[src/rtl/pipe_pkg.sv]
// rtl/pipe_pkg.sv - shared EX/MEM pipeline constants and payload type
package pipe_pkg;

  localparam int CTRL_REGWRITE = 0;
  localparam int CTRL_MEMREAD  = 1;
  localparam int CTRL_MEMWRITE = 2;

  localparam int DEF_DATA_W     = 32;
  localparam int DEF_REG_ADDR_W = 5;
  localparam int DEF_CTRL_W     = 3;

  typedef struct packed {
    logic [DEF_CTRL_W-1:0]     ctrl;
    logic [DEF_DATA_W-1:0]     pc;
    logic [DEF_DATA_W-1:0]     alu;
    logic [DEF_DATA_W-1:0]     st;
    logic [DEF_REG_ADDR_W-1:0] dest;
  } exmem_payload_t;

endpackage

[src/rtl/pipe_entry_reg.sv]
// rtl/pipe_entry_reg.sv - load-enabled payload register with valid bit and synchronous clear
module pipe_entry_reg #(
  parameter int W = 8
) (
  input  logic         clk,
  input  logic         Reset,
  input  logic         clear,
  input  logic         load,
  input  logic         drop,
  input  logic [W-1:0] d,
  output logic         valid,
  output logic [W-1:0] q
);

  // clear only invalidates; the payload may go stale since consumers mask by valid
  always_ff @(posedge clk) begin
    if (Reset) begin
      valid <= 1'b0;
      q     <= '0;
    end else if (clear) begin
      valid <= 1'b0;
    end else if (load) begin
      valid <= 1'b1;
      q     <= d;
    end else if (drop) begin
      valid <= 1'b0;
    end
  end

endmodule

[src/rtl/ex_mem_stage_reg_elastic.sv]
// rtl/ex_mem_stage_reg_elastic.sv - elastic EX->MEM pipeline register with optional skid entry
module ex_mem_stage_reg_elastic
  import pipe_pkg::*;
#(
  parameter int DATA_W     = DEF_DATA_W,
  parameter int REG_ADDR_W = DEF_REG_ADDR_W,
  parameter int CTRL_W     = DEF_CTRL_W,
  parameter int SKID       = 1
) (
  input  logic                  clk,
  input  logic                  Reset,
  input  logic                  flush,
  input  logic                  in_valid,
  output logic                  in_ready,
  input  logic [CTRL_W-1:0]     in_ctrl,
  input  logic [DATA_W-1:0]     in_pc,
  input  logic [DATA_W-1:0]     in_alu,
  input  logic [DATA_W-1:0]     in_st,
  input  logic [REG_ADDR_W-1:0] in_dest,
  output logic                  out_valid,
  input  logic                  out_ready,
  output logic [CTRL_W-1:0]     out_ctrl,
  output logic [DATA_W-1:0]     out_pc,
  output logic [DATA_W-1:0]     out_alu,
  output logic [DATA_W-1:0]     out_st,
  output logic [REG_ADDR_W-1:0] out_dest,
  output logic                  fwd_wen,
  output logic [REG_ADDR_W-1:0] fwd_dest,
  output logic [DATA_W-1:0]     fwd_data,
  output logic [1:0]            occupancy
);

  typedef struct packed {
    logic [CTRL_W-1:0]     ctrl;
    logic [DATA_W-1:0]     pc;
    logic [DATA_W-1:0]     alu;
    logic [DATA_W-1:0]     st;
    logic [REG_ADDR_W-1:0] dest;
  } payload_t;

  localparam int PW = $bits(payload_t);

  payload_t in_p, main_p, main_d;
  logic     main_v, skid_v;
  logic     main_load, main_drop;
  logic     accept, pop;

  assign in_p   = {in_ctrl, in_pc, in_alu, in_st, in_dest};
  assign accept = in_valid & in_ready & ~flush;
  assign pop    = main_v & out_ready;

  pipe_entry_reg #(.W(PW)) u_main (
    .clk   (clk),
    .Reset (Reset),
    .clear (flush),
    .load  (main_load),
    .drop  (main_drop),
    .d     (main_d),
    .valid (main_v),
    .q     (main_p)
  );

  generate
    if (SKID != 0) begin : g_skid
      payload_t skid_p;
      logic     skid_load;
      logic     ready_q;

      // new input goes to the skid slot only when main is held this cycle
      assign skid_load = accept & main_v & ~pop;
      assign main_load = (accept & ~main_v) | (pop & (skid_v | accept));
      assign main_d    = skid_v ? skid_p : in_p;
      assign main_drop = pop;

      pipe_entry_reg #(.W(PW)) u_skid (
        .clk   (clk),
        .Reset (Reset),
        .clear (flush),
        .load  (skid_load),
        .drop  (pop),
        .d     (in_p),
        .valid (skid_v),
        .q     (skid_p)
      );

      always_ff @(posedge clk) begin
        if (Reset || flush) ready_q <= 1'b1;
        else                ready_q <= ~((skid_v & ~pop) | skid_load);
      end

      assign in_ready = ready_q;
    end else begin : g_flow
      assign skid_v    = 1'b0;
      assign main_load = accept;
      assign main_d    = in_p;
      assign main_drop = pop;
      assign in_ready  = ~main_v | out_ready;
    end
  endgenerate

  assign out_valid = main_v;
  assign out_ctrl  = main_v ? main_p.ctrl : '0;
  assign out_pc    = main_p.pc;
  assign out_alu   = main_p.alu;
  assign out_st    = main_p.st;
  assign out_dest  = main_p.dest;

  assign fwd_wen   = main_v & main_p.ctrl[CTRL_REGWRITE] & (main_p.dest != '0);
  assign fwd_dest  = main_p.dest;
  assign fwd_data  = main_p.alu;

  assign occupancy = skid_v ? 2'd2 : {1'b0, main_v};

  always_ff @(posedge clk) begin
    if (!Reset) begin
      assert (occupancy <= ((SKID != 0) ? 2'd2 : 2'd1));
      assert (!skid_v || main_v);
    end
  end

endmodule
[config.mk]
export PLATFORM = sky130hd
export DESIGN_NAME = ex_mem_stage_reg_elastic
export DESIGN_NICKNAME = d
export VERILOG_FILES = /design/src/rtl/pipe_pkg.sv /design/src/rtl/pipe_entry_reg.sv /design/src/rtl/ex_mem_stage_reg_elastic.sv
export SDC_FILE = /design/constraint.sdc
export NUM_CORES = 1
export LEC_CHECK = 0
export ABC_AREA = 1
export CORE_AREA = 2 2 127 178
export DETAILED_ROUTE_END_ITERATION = 16
export DIE_AREA = 0 0 129 180
export PLACE_DENSITY_LB_ADDON = 0.25
export SYNTH_ARGS = -nofsm -noshare
export SYNTH_HDL_FRONTEND = slang
export SYNTH_HIERARCHICAL = 1
export SYNTH_SLANG_ARGS = --single-unit
[constraint.sdc]
create_clock -name clk -period 1.68 [get_ports clk]
set_input_delay 0.252 -clock clk [delete_from_list [all_inputs] [get_ports clk]]
set_output_delay 0.252 -clock clk [all_outputs]
set_load 0.005 [all_outputs]
==> results.cfg <==
[cells_and_area]
final_common_cell = nand2_1
seq_area_um2 = 4243
area_growth_syn_to_layout_pct = 32.97
diodes = 0
fin_nets = 2049
multi_input_area_um2 = 4698
layout-drive-gt1-share_pct = 5.428
mostFrequentLayoutCells = 533 x nand2_1, 421 x nor2_1, 239 x clkdlybuf4s50_1, 219 x inv_1, 210 x nand3_1
layoutNonFillerInstCount = 2250
fill_cells = 1998
utilization_pct = 65.23

[timing]
clock_skew_ns = 0.008295
hold_viol_final = 0
setup_violations = 0
drv_slew = 0
grt_setup_unrepaired = yes
relSlewSlack_pct = 72.74
fin_crit_sh_pct = 98.17
tightest_slew_ns = 0.4089
fmax_ghz = 0.6063
fin_crit_ns = 1.649
setup_slack_ns = 0.03070

[power]
ir_drop_v = 0.0006829
p_leak_nw = 6.949
power_density_nw_per_um2 = 826.2

[routing]
route.vias.total = 10650
wl_per_cell_um = 12.73
drt-total-wl_mm = 28.64
postRouteAntennaNets = 0
drt_pass1_iterations = 5
via_per_inst = 4.735
drt_iter0_drc = 798
drcViolationCount = 0

[setup_path]
rr_startpoint = u_main/valid
worst-setup-path-type = reg -> out
startpoint_type = flop
cpMaxStageDelayCell = clkdlybuf4s50_1
worst-path-max-fanout = 2
cp_top_family = buffers and inverters
path_cells = clkdlybuf4s50_1
crit_required_ns = 1.43
end_kind = output port
worstPathBufferInverterCount = 1
critical_path.max_stage_delay_ns = 0.53
cp-startpoint = u_main/q[28]
arrival_ns = 1.40

[synthesis]
synth_seq_area_share_pct = 39.68
synthAdderAreaFrac_pct = 0
avgSynthCellArea_um2 = 6.053
synth-simple-area-share_pct = 43.81
synth_top_family_by_area = simple AND/OR/NAND/NOR gates
synth_compound_area_share_pct = 0.1410
synth_mux_area_share_pct = 0
synth.distinct_cells = 15
synth_xor_area_share_pct = 0
ys_ff_latch = 211
netlist_area_um2 = 10650
synth_warnings = 6
syn_nets = 1868
netlist_instances = 1759

[clock_network]
clk_transition_reported_paths_ns = 0.07
cts_buffers = 22
htreeDepth = 1
cts_sinks = 211
clockRootBuffer = clkbuf_16
cts_tree = yes
clock_latency_ns = 0.50
clockBufferDepth = 3

[place]
dp.cells = 2207
dpl.hpwl_mm = 18.47
port_buffers = 254
routabilityCongestion = 0.8222
post-place-ws_ns = -0.1839

[die]
die_area_um2 = 23220
io_pins = 255
core-area_um2 = 21700
die_y_um = 180
fp-row-count = 64
die_w_um = 129
start_util_pct = 49.06

[grt]
grt_pass1_vias = 9820
grtUsageTotal_pct = 23.83
grt_pass1_wl_mm = 46.35
grt_max_degree = 67
grt-ovfl-total = 0
antenna_found_initial = 0

[min_path]
hold_class = in -> reg
worstHoldStart = in_alu[21]

[run]
drv_cap = 0

[run_status]
status = finished, final reports clean
[metrics by stage]
step	power (mW)	setup TNS [ns]	area [um2]	hold slack [ns]
after floorplan	6.184	0	10650	0.4138
after global placement	7.003	-18.05	13360	0.4609
after CTS	11.76	0	14070	0.3946
after global routing	12.17	-0.01376	14160	0.4223
final	11.70	0	14160	0.4098
after detailed placement	7.027	-27.78	13360	0.4717
[worst register-to-register path: cells and delay by family (launching register included)]
family,cells,cell delay (ns)
AO/OA/AOI/OAI,1,0.18
buffers and inverters,5,0.63
AND/OR/NAND/NOR,4,0.37
flip-flops,1,0.35
[metal layers]
metal  vias up  routed length (um)  track usage (%)
met2       296               14110            42.31
met1      4806               12450            30.30
li1       5508                   -                -
met4         0                 651            6.522
met5         -                   0                0
met3        43                1429            2.649
[timing repair]
action | CTS | global route
setup buffers | 2 | 2
pin swaps | 0 | 2
resized for setup | 25 | 5
endpoints found under the setup margin | 24 | 20
gates cloned | 0 | 2
hold buffers | 0 | 0
[cells in the mapped netlist]
cell type | n | area share [%]
buf_6 | 7 | 0.74
inv_1 | 219 | 7.7
nor2_1 | 422 | 15
clkbuf_1 | 24 | 0.85
nor2_4 | 2 | 0.21
clkinv_1 | 2 | 0.071
buf_1 | 14 | 0.49
inv_2 | 5 | 0.18
buf_4 | 57 | 4.0
nand4_1 | 1 | 0.059
dfxtp_1 | 211 | 40
buf_2 | 49 | 2.3
nand3_1 | 210 | 9.9
nand2_1 | 533 | 19
a21oi_1 | 3 | 0.14
[flip-flops by register name, indices dropped and copies added (netlist names)]
name and cells:
g_skid.u_skid/q 104, u_main/valid 1, g_skid.u_skid/valid 1, in_ready 1
u_main/q 104
[cells by family (layout without fill, tap and decap cells)]
kind of cell / count (synthesis) / after routing
flops: 211 / 211
simple gates: 1168 / 1168
compound gates: 3 / 3
buf+inv: 377 / 571
[power by group]
part | total, mW | leakage, nW | internal (mW) | switching, mW
logic | 1.69 | 4.89 | 0.883 | 0.805
registers | 5.25 | 1.72 | 5.16 | 0.0904
clock network | 4.76 | 0.342 | 2.83 | 1.92
total | 11.7 | 6.95 | 8.88 | 2.82
[final cells by class]
class                           count  area share, %
Inverter                          226          6.081
Tap cell                          297          2.625
Timing Repair Buffer              308          23.20
Clock inverter                      3         0.2828
Sequential cell                   211          29.97
Clock buffer                       34          4.649
Multi-Input combinational cell   1171          33.19
[path summary, 6_finish.rpt]
check,end,slack [ns],cells after the start
worst max register to register,u_main/q[41],0.09,10
worst min register to register,u_main/q[83],0.48,2
worst max-delay path,out_st[23],0.03,1
worst min-delay path,g_skid.u_skid/q[58],0.41,5
No activity file was read; power rests on OpenSTA's default activity.
